`config.mk`:
```
export PLATFORM = sky130hd
export DESIGN_NAME = cbd516_timer
export DESIGN_NICKNAME = d
export VERILOG_FILES = /design/src/rtl/cbd516_timer.sv
export SDC_FILE = /design/constraint.sdc
export NUM_CORES = 1
export LEC_CHECK = 0
export BUFFER_PORTS_ARGS = -buffer_cell sky130_fd_sc_hd__buf_2
export CAP_MARGIN = 20
export CELL_PAD_IN_SITES_DETAIL_PLACEMENT = 1
export CELL_PAD_IN_SITES_GLOBAL_PLACEMENT = 1
export CORE_MARGIN = 2
export CORE_UTILIZATION = 41
export CTS_CLUSTER_DIAMETER = 40
export DETAILED_ROUTE_END_ITERATION = 8
export GPL_TIMING_DRIVEN = 0
export HOLD_SLACK_MARGIN = 0.15
export PLACE_DENSITY_LB_ADDON = 0.15
export SLEW_MARGIN = 5
export SYNTH_ARGS = -nofsm -noshare
export SYNTH_HDL_FRONTEND = slang
export SYNTH_SLANG_ARGS = --single-unit
```
`constraint.sdc`:
```
create_clock -name CLK -period 5.6 [get_ports CLK]
set_input_delay 0.56 -clock CLK [delete_from_list [all_inputs] [get_ports CLK]]
set_output_delay 0.56 -clock CLK [all_outputs]
set_load 0.03 [all_outputs]
```
`src/rtl/cbd516_timer.sv`:
```
// cbd516_timer: 16-bit loadable down-counting interval timer.
// Supports one-shot and periodic auto-reload operation with a registered
// one-cycle terminal-count pulse. All outputs come straight from flops
// (or are decoded from the state register), so no input reaches an output
// combinationally.

module cbd516_timer #(
  parameter int WIDTH = 16
) (
  input  logic             CLK,
  input  logic             CDN,
  input  logic             EN,
  input  logic             LD,
  input  logic [WIDTH-1:0] D,
  input  logic             START,
  input  logic             MODE,
  output logic [WIDTH-1:0] Q,
  output logic             TC,
  output logic             BUSY,
  output logic             DONE
);

  typedef enum logic [1:0] {
    ST_IDLE = 2'd0,
    ST_RUN  = 2'd1,
    ST_DONE = 2'd2
  } state_e;

  state_e           state_q, state_d;
  logic [WIDTH-1:0] q_q, q_d;
  logic [WIDTH-1:0] rld_q, rld_d;
  logic             mode_q, mode_d;
  logic             tc_q, tc_d;
  logic             terminal_s;

  // A count of 0 or 1 is terminal: the timer never decrements through zero.
  function automatic logic is_terminal(input logic [WIDTH-1:0] cnt);
    is_terminal = (cnt[WIDTH-1:1] == {(WIDTH-1){1'b0}});
  endfunction

  // Terminal detection on the current count.
  always_comb begin
    terminal_s = is_terminal(q_q);
  end

  // Next-state logic: load beats start, start beats counting, otherwise hold.
  always_comb begin
    state_d = state_q;
    q_d     = q_q;
    rld_d   = rld_q;
    mode_d  = mode_q;
    tc_d    = 1'b0;
    if (LD) begin
      rld_d   = D;
      q_d     = D;
      state_d = ST_IDLE;
    end else if (START) begin
      q_d     = rld_q;
      mode_d  = MODE;
      state_d = ST_RUN;
    end else begin
      case (state_q)
        ST_RUN: begin
          if (EN) begin
            if (terminal_s) begin
              tc_d = 1'b1;
              if (mode_q) begin
                q_d = rld_q;
              end else begin
                q_d     = {WIDTH{1'b0}};
                state_d = ST_DONE;
              end
            end else begin
              q_d = q_q - {{(WIDTH-1){1'b0}}, 1'b1};
            end
          end else begin
            q_d = q_q;
          end
        end
        ST_IDLE: begin
          state_d = ST_IDLE;
        end
        ST_DONE: begin
          state_d = ST_DONE;
        end
        default: begin
          // Unreachable encoding: recover to a quiet idle state.
          state_d = ST_IDLE;
          q_d     = {WIDTH{1'b0}};
        end
      endcase
    end
  end

  // State, count, reload value, stored mode and terminal-count flops.
  always_ff @(posedge CLK or negedge CDN) begin
    if (!CDN) begin
      state_q <= ST_IDLE;
      q_q     <= {WIDTH{1'b0}};
      rld_q   <= {WIDTH{1'b0}};
      mode_q  <= 1'b0;
      tc_q    <= 1'b0;
    end else begin
      state_q <= state_d;
      q_q     <= q_d;
      rld_q   <= rld_d;
      mode_q  <= mode_d;
      tc_q    <= tc_d;
    end
  end

  // Outputs are flop outputs or decodes of the state register.
  always_comb begin
    Q    = q_q;
    TC   = tc_q;
    BUSY = (state_q == ST_RUN);
    DONE = (state_q == ST_DONE);
  end

endmodule
```
==> results of run 1 <==
[power by group through the flow]
| stage | Sequential, W | Combinational, W | Clock (W) |
|---|---|---|---|
| 6_report | 0.000325 | 0.000185 | 0.000194 |
| 5_1_grt | 0.000330 | 0.000202 | 0.000212 |
| 4_1_cts | 0.000325 | 0.000186 | 0.000201 |
| 3_5_place_dp | 0.000329 | 0.000185 | 0 |
| 3_3_place_gp | 0.000328 | 0.000182 | 0 |
| 2_1_floorplan | 0.000349 | 0.000103 | 0 |
[final timing paths]
path / startpoint / to / slack, ns / depth (start not counted)
min in group CLK: rld_q[15] / Q[15] / 0.50 / 1
hold / removal: CDN / rld_q[8] / 0.36 / 1
hold reg to reg: rld_q[15] / Q[15] / 0.50 / 1
setup reg to reg: state_q[1] / Q[10] / 3.07 / 6
setup / recovery: state_q[1] / Q[10] / 3.07 / 6
max in group asynchronous: CDN / rld_q[5] / 4.72 / 1
[metal layers]
layer,vias to the layer above,GRT usage,share of wire
met4,0,0.07602,0.013
met2,46,0.3440,0.47
met5,-,0,0
met3,7,0.04497,0.037
li1,854,-,-
met1,900,0.2958,0.48
[cell type report]
| class | count | share of cell area |
|---|---|---|
| multi-input combinational | 148 | 0.4560 |
| sequential | 36 | 0.3644 |
| timing repair buffer | 40 | 0.08097 |
| clock buffer | 8 | 0.03644 |
| tap | 70 | 0.03543 |
| buffer | 10 | 0.01923 |
| inverter | 5 | 0.007591 |
[cells in the final DEF, fill, tap and decap left out, types with 3 or more instances in the layout]
cell	count
and3_1	4
a22o_1	6
o31ai_1	4
or2_2	4
ha_1	4
a22oi_1	5
a21oi_1	7
nand2_1	16
clkbuf_1	8
buf_2	42
a221o_1	7
nor4_1	4
nand3_1	4
inv_1	5
dfrtp_1	36
clkbuf_8	6
xnor2_1	5
nor2_1	9
mux2_2	19
o21ai_0	3
[state kept, by name, summed over array words and instances (netlist names)]
register	flops
state_q	2
TC	1
Q	16
rld_q	16
mode_q	1
[kinds of logic (layout without fill, tap and decap cells)]
group | Yosys count | in the layout | share of synthesized area
simple gates | 65 | 65 | 0.1828
compound gates | 51 | 51 | 0.1870
flops | 36 | 36 | 0.4301
mux | 21 | 21 | 0.1117
buf+inv | 15 | 63 | 0.03166
xor+xnor | 7 | 7 | 0.03286
fa+ha+maj | 4 | 4 | 0.02390
[stage by stage]
step           cells  utilization  worst slack (ns)
2_1_floorplan    199            -             3.421
6_report         317       0.4935             3.070
3_5_place_dp     309       0.4755             3.058
4_1_cts          317       0.4935             3.073
5_1_grt          317       0.4935             2.834
3_3_place_gp     309       0.4755             3.135
==> results.toml, run 1 <==
[run_status]
outcome = "finished clean"

[min_path]
hold_path_class = "input port to asynchronous set/reset pin"

[global_route]
grt_pass1_vias = 1757
grt_pass1_wl_um = 9052
antenna_found_initial = 0
grt_overflow = 0
grt_max_degree = 37
grtUsageTotal = 0.2171

[synthesis]
ys_types = 53
synth_area_per_cell_sq_um = 10.53
syn_area_sq_mm = 0.002095
post-synth-top-area-fraction = 0.4301
yosys_warnings = 0
yosys-top-cells-area = "dfrtp_1 (43%), mux2_2 (10%), a221o_1 (3.3%)"
ys_seq_elements = 36
async_reset_ff_frac = 1.000
yosysMostFrequentCell = "dfrtp_1"
ys_seq_area_frac = 0.4301
ys_dominant_reg_cell = "dfrtp_1"
netlist_instances = 199
synth_common_cells = "dfrtp_1 (36), mux2_2 (19), nand2_1 (16)"
yosysTopAreaCell = "dfrtp_1"
synth_edf_count = 0
syn-num-nets = 225

[cells_and_area]
fin_area_sq_mm = 0.002472
register_area_sq_um = 900.9
drive_above_1_share = 0.3279
syn_to_final_growth_pct = 18.04
fillers = 602
antenna_cells = 0
nets = 272
multi_input_area_sq_mm = 0.001127

[setup_path]
critical_path.max_fanout = 8
critical_path.top_delay_family = "simple AND/OR/NAND/NOR gates"
crit_chain = "inv_1 -> ha_1 -> nor3b_1 -> nand3_1 -> nor2_1 -> a221o_1"
critPathArrivalTime_ns = 2.76
path_class = "register to register"
worst_setup_path_start_kind = "register"
required_ns = 5.83
critical_path.endpoint_type = "register"
path_buf_inv = 1
cp_slowest_cell = "nor3b_1"
max_stage_delay_ns = 0.61

[power]
swShare = 0.3421
power_leakage_nw = 1.076
p_int_w = 0.0004628
power_w = 0.0007034
power.density_mw_per_mm2 = 284.5
power.switching_w = 0.0002406
share_comb_of_total_power = 0.263
seq_power_share = 0.462
p_clk_frac = 0.275
ir_drop_mv = 0.1367

[drt]
wl_um = 5684
drc = 0
firstDrtPassIters = 4
drtIter0Drc = 112
wire_per_inst_um = 17.93
ant_nets = 0
vias = 1807
avgViaCountPerCell = 5.700

[place]
place_congestion = 0.8400
numPortBuffers = 40
placed_cell_area_sq_mm = 0.002382
dp_hpwl_um = 4061

[clock_network]
clockRootBuffer = "clkbuf_8"
post_cts_buffers = 0
hold_buffers = 0
worstSkewPairLatency_ns = 0.29
clkTransAtPathRegs_ns = 0.07
cts.sinks = 36
numCtsBuffers = 5
cts_tree = "done"
htreeDepth = 2
cts_resized = 0
clock_path_buffers = 2

[die]
core_sq_mm = 0.005010
ios = 41
die_y_um = 75.48
start_util = 0.4181
die_area_sq_mm = 0.005696
rows = 26
die_width_um = 75.48

[sta]
period_share = 0.4518
rsz0062_at_grt = "no"
setup_violations = 0
hold_viol = 0
relSlewSlack = 0.4576
maxSlewViolCount = 0
fin_crit_ns = 2.530
worstMarginPinSlew_ns = 0.8136
fmax_mhz = 395.3
finalClockSkew_ns = 0.005007
fin_hold_ws_ns = 0.3610
fin_setup_tns_ns = 0

[job]
max_cap_viol_count = 0
No activity file was read; power rests on OpenSTA's default activity.
==> run 2: changes to the inputs <==
--- a/config.mk
+++ b/config.mk
@@ -5,12 +5,13 @@
 export SDC_FILE = /design/constraint.sdc
 export NUM_CORES = 1
 export LEC_CHECK = 0
+export ABC_AREA = 1
 export BUFFER_PORTS_ARGS = -buffer_cell sky130_fd_sc_hd__buf_2
 export CAP_MARGIN = 20
 export CELL_PAD_IN_SITES_DETAIL_PLACEMENT = 1
 export CELL_PAD_IN_SITES_GLOBAL_PLACEMENT = 1
 export CORE_MARGIN = 2
-export CORE_UTILIZATION = 41
+export CORE_UTILIZATION = 40
 export CTS_CLUSTER_DIAMETER = 40
 export DETAILED_ROUTE_END_ITERATION = 8
 export GPL_TIMING_DRIVEN = 0
==> constraint.sdc (replaced) <==
create_clock -name CLK -period 2.4 [get_ports CLK]
set_input_delay 0.24 -clock CLK [delete_from_list [all_inputs] [get_ports CLK]]
set_output_delay 0.24 -clock CLK [all_outputs]
set_load 0.03 [all_outputs]
==> run 2 against run 1 <==
  * Count of clock-buffer cells in the layout unchanged
  * Register-to-register slack got worse by 2.5 ns
  * Sequential share of layout area decreased by 1.9 points
  * Synthesized cell count increased by 57%
  * Clock skew increased by 0.0029 ns
  * Critical path type unchanged
  * Routed wire length increased by 18%
  * Non-clock buffer count unchanged
  * Highest routed layer unchanged
  * Total power increased by 140%
==> results.toml, run 2 <==
[die]
die_area_sq_mm = 0.006174
start_util = 0.4090
ios = 41
die_width_um = 78.58
die_y_um = 78.58
rows = 27
core_sq_mm = 0.005439

[min_path]
hold_path_class = "input port to register"
worstHoldPathCells = 3

[cells_and_area]
syn_to_final_growth_pct = 17.32
final_cells = 432
nets = 385
drive_above_1_share = 0.2083
antenna_cells = 0
multi_input_area_sq_mm = 0.001144
register_area_sq_um = 900.9
fillers = 731
mostFrequentLayoutCells = "nand2_1 (75), nor2_1 (61), buf_2 (44), dfrtp_1 (36), a21oi_1 (28)"
final_core_util = 0.4799
final_common_cell = "nand2_1"

[power]
swShare = 0.3682
power.density_mw_per_mm2 = 641.9
p_clk_frac = 0.269
power.switching_w = 0.0006168
power_leakage_nw = 1.298
share_comb_of_total_power = 0.282
p_int_w = 0.001059
ir_drop_mv = 0.3327
seq_power_share = 0.448
power_w = 0.001675

[synthesis]
yosysMostFrequentCell = "nand2_1"
synth_edf_count = 0
yosys_warnings = 0
syn-num-nets = 338
syn_area_sq_mm = 0.002225
ys_seq_area_frac = 0.4049
ys_types = 29
yosysTopAreaCell = "dfrtp_1"
async_reset_ff_frac = 1.000
yosys-top-cells-area = "dfrtp_1 (40%), nand2_1 (13%), nor2_1 (10%)"
netlist_instances = 312
ys_dominant_reg_cell = "dfrtp_1"
synth_area_per_cell_sq_um = 7.130
post-synth-top-area-fraction = 0.4049
ys_seq_elements = 36
synth_common_cells = "nand2_1 (75), nor2_1 (61), dfrtp_1 (36)"

[run_status]
outcome = "finished clean"

[drt]
wire_per_inst_um = 15.49
avgViaCountPerCell = 5.095
drtIter0Drc = 106
ant_nets = 0
met1_length_um = 2939
drc = 0
wl_um = 6693
topRoutingLayerUsed = "met4"
wl_met3_um = 271
firstDrtPassIters = 5
vias = 2201
routed-wl-met2_um = 3413

[sta]
setup_violations = 0
maxSlewViolCount = 0
worstMarginPinSlew_ns = 0.8426
fin_hold_ws_ns = 0.1866
finalClockSkew_ns = 0.007900
fmax_mhz = 557.1
rsz0062_at_grt = "no"
relSlewSlack = 0.4383
fin_setup_tns_ns = 0
period_share = 0.7480
hold_viol = 0
fin_crit_ns = 1.795

[job]
max_cap_viol_count = 0

[clock_network]
clkTransAtPathRegs_ns = 0.07
clockRootBuffer = "clkbuf_8"
cts_tree = "done"
numCtsBuffers = 5
htreeDepth = 2
clock_path_buffers = 2
cts.sinks = 36
post_cts_buffers = 0
worstSkewPairLatency_ns = 0.29

[global_route]
grt_pass1_vias = 2256
grtUsageTotal = 0.2382
grt_max_degree = 37
antenna_found_initial = 0
grt_overflow = 0
grt_pass1_wl_um = 11260

[setup_path]
required_ns = 2.58
worst_setup_path_start_kind = "register"
path_class = "register to register"
critical_path.endpoint_type = "register"
critPathArrivalTime_ns = 1.98
r2r_cells = 9
critical_path.max_fanout = 10

[place]
place_congestion = 0.8500
dp_hpwl_um = 4966
place_inst = 423
numPortBuffers = 39
[run 2: cell count changes after synthesis, moves of 5 or more]
cell     change
nor2_1      +52
mux2_2      -19
nand3_2      +6
a21oi_1     +21
nand3_1     +17
o21ai_0     +14
a22o_1       -6
a22oi_1      -5
a221o_1      -7
nand2_1     +59
inv_1       +21
[run 2: area by class of cell]
class | count | share of cell area
repair buffers | 40 | 0.07862
inverters | 31 | 0.04506
plain buffers | 10 | 0.02397
well taps | 72 | 0.03452
flip-flops and latches | 36 | 0.3452
multi-input cells | 235 | 0.4382
clock buffers | 8 | 0.03452
[run 2: stage by stage]
stage	worst slack, ns	instance area [sq um]
final	0.6049	2610
after global routing	0.4477	2610
after CTS	0.5934	2610
after detailed placement	0.6157	2510
after global placement	0.6196	2510
after floorplan	0.6979	2225
[run 2: worst paths after layout]
path	start	to	slack [ns]
min in group asynchronous	CDN	rld_q[3]	0.59
worst min-delay path	D[14]	rld_q[14]	0.19
worst max-delay path	Q[6]	Q[0]	0.60
max in group asynchronous	CDN	rld_q[15]	1.28
worst min register to register	rld_q[14]	rld_q[14]	0.51
worst max register to register	Q[6]	Q[0]	0.60
[run 2: timing repair]
action	CTS	global route
endpoints found under the hold margin	36	0
hold buffers	1	0
resized for setup	0	0
[run 2: cell families (layout without fill, tap and decap cells)]
family / after synthesis / count (layout) / synth area share
compound gates: 52 / 52 / 0.1299
xor+xnor: 3 / 3 / 0.01181
fa+ha+maj: 4 / 4 / 0.02250
buf+inv: 41 / 89 / 0.08099
flops: 36 / 36 / 0.4049
simple gates: 176 / 176 / 0.3498
[run 2: critical path, stage by stage (launching register included)]
cell and delay [ns]:
dfrtp_1 0.45, nor2_2 0.20, nand2_2 0.10, nor2_2 0.25, nand2_4 0.14, clkinv_2 0.13, buf_6 0.17, o21ai_1 0.09
nand2_1 0.09, a21oi_1 0.06
[run 2: layer usage]
metal,global-route usage,up-vias
met1,0.3086,1062
met3,0.04023,6
met4,0.05789,0
li1,-,1088
met2,0.4128,45
met5,0,-
[run 2: power by group through the flow]
stage          combinational, W  sequential (W)  clock [W]
2_1_floorplan          0.000251        0.000822          0
3_3_place_gp           0.000461        0.000758          0
3_5_place_dp           0.000474        0.000763          0
4_1_cts                0.000478        0.000751   0.000465
5_1_grt                0.000532        0.000764   0.000491
6_report               0.000473        0.000751   0.000451
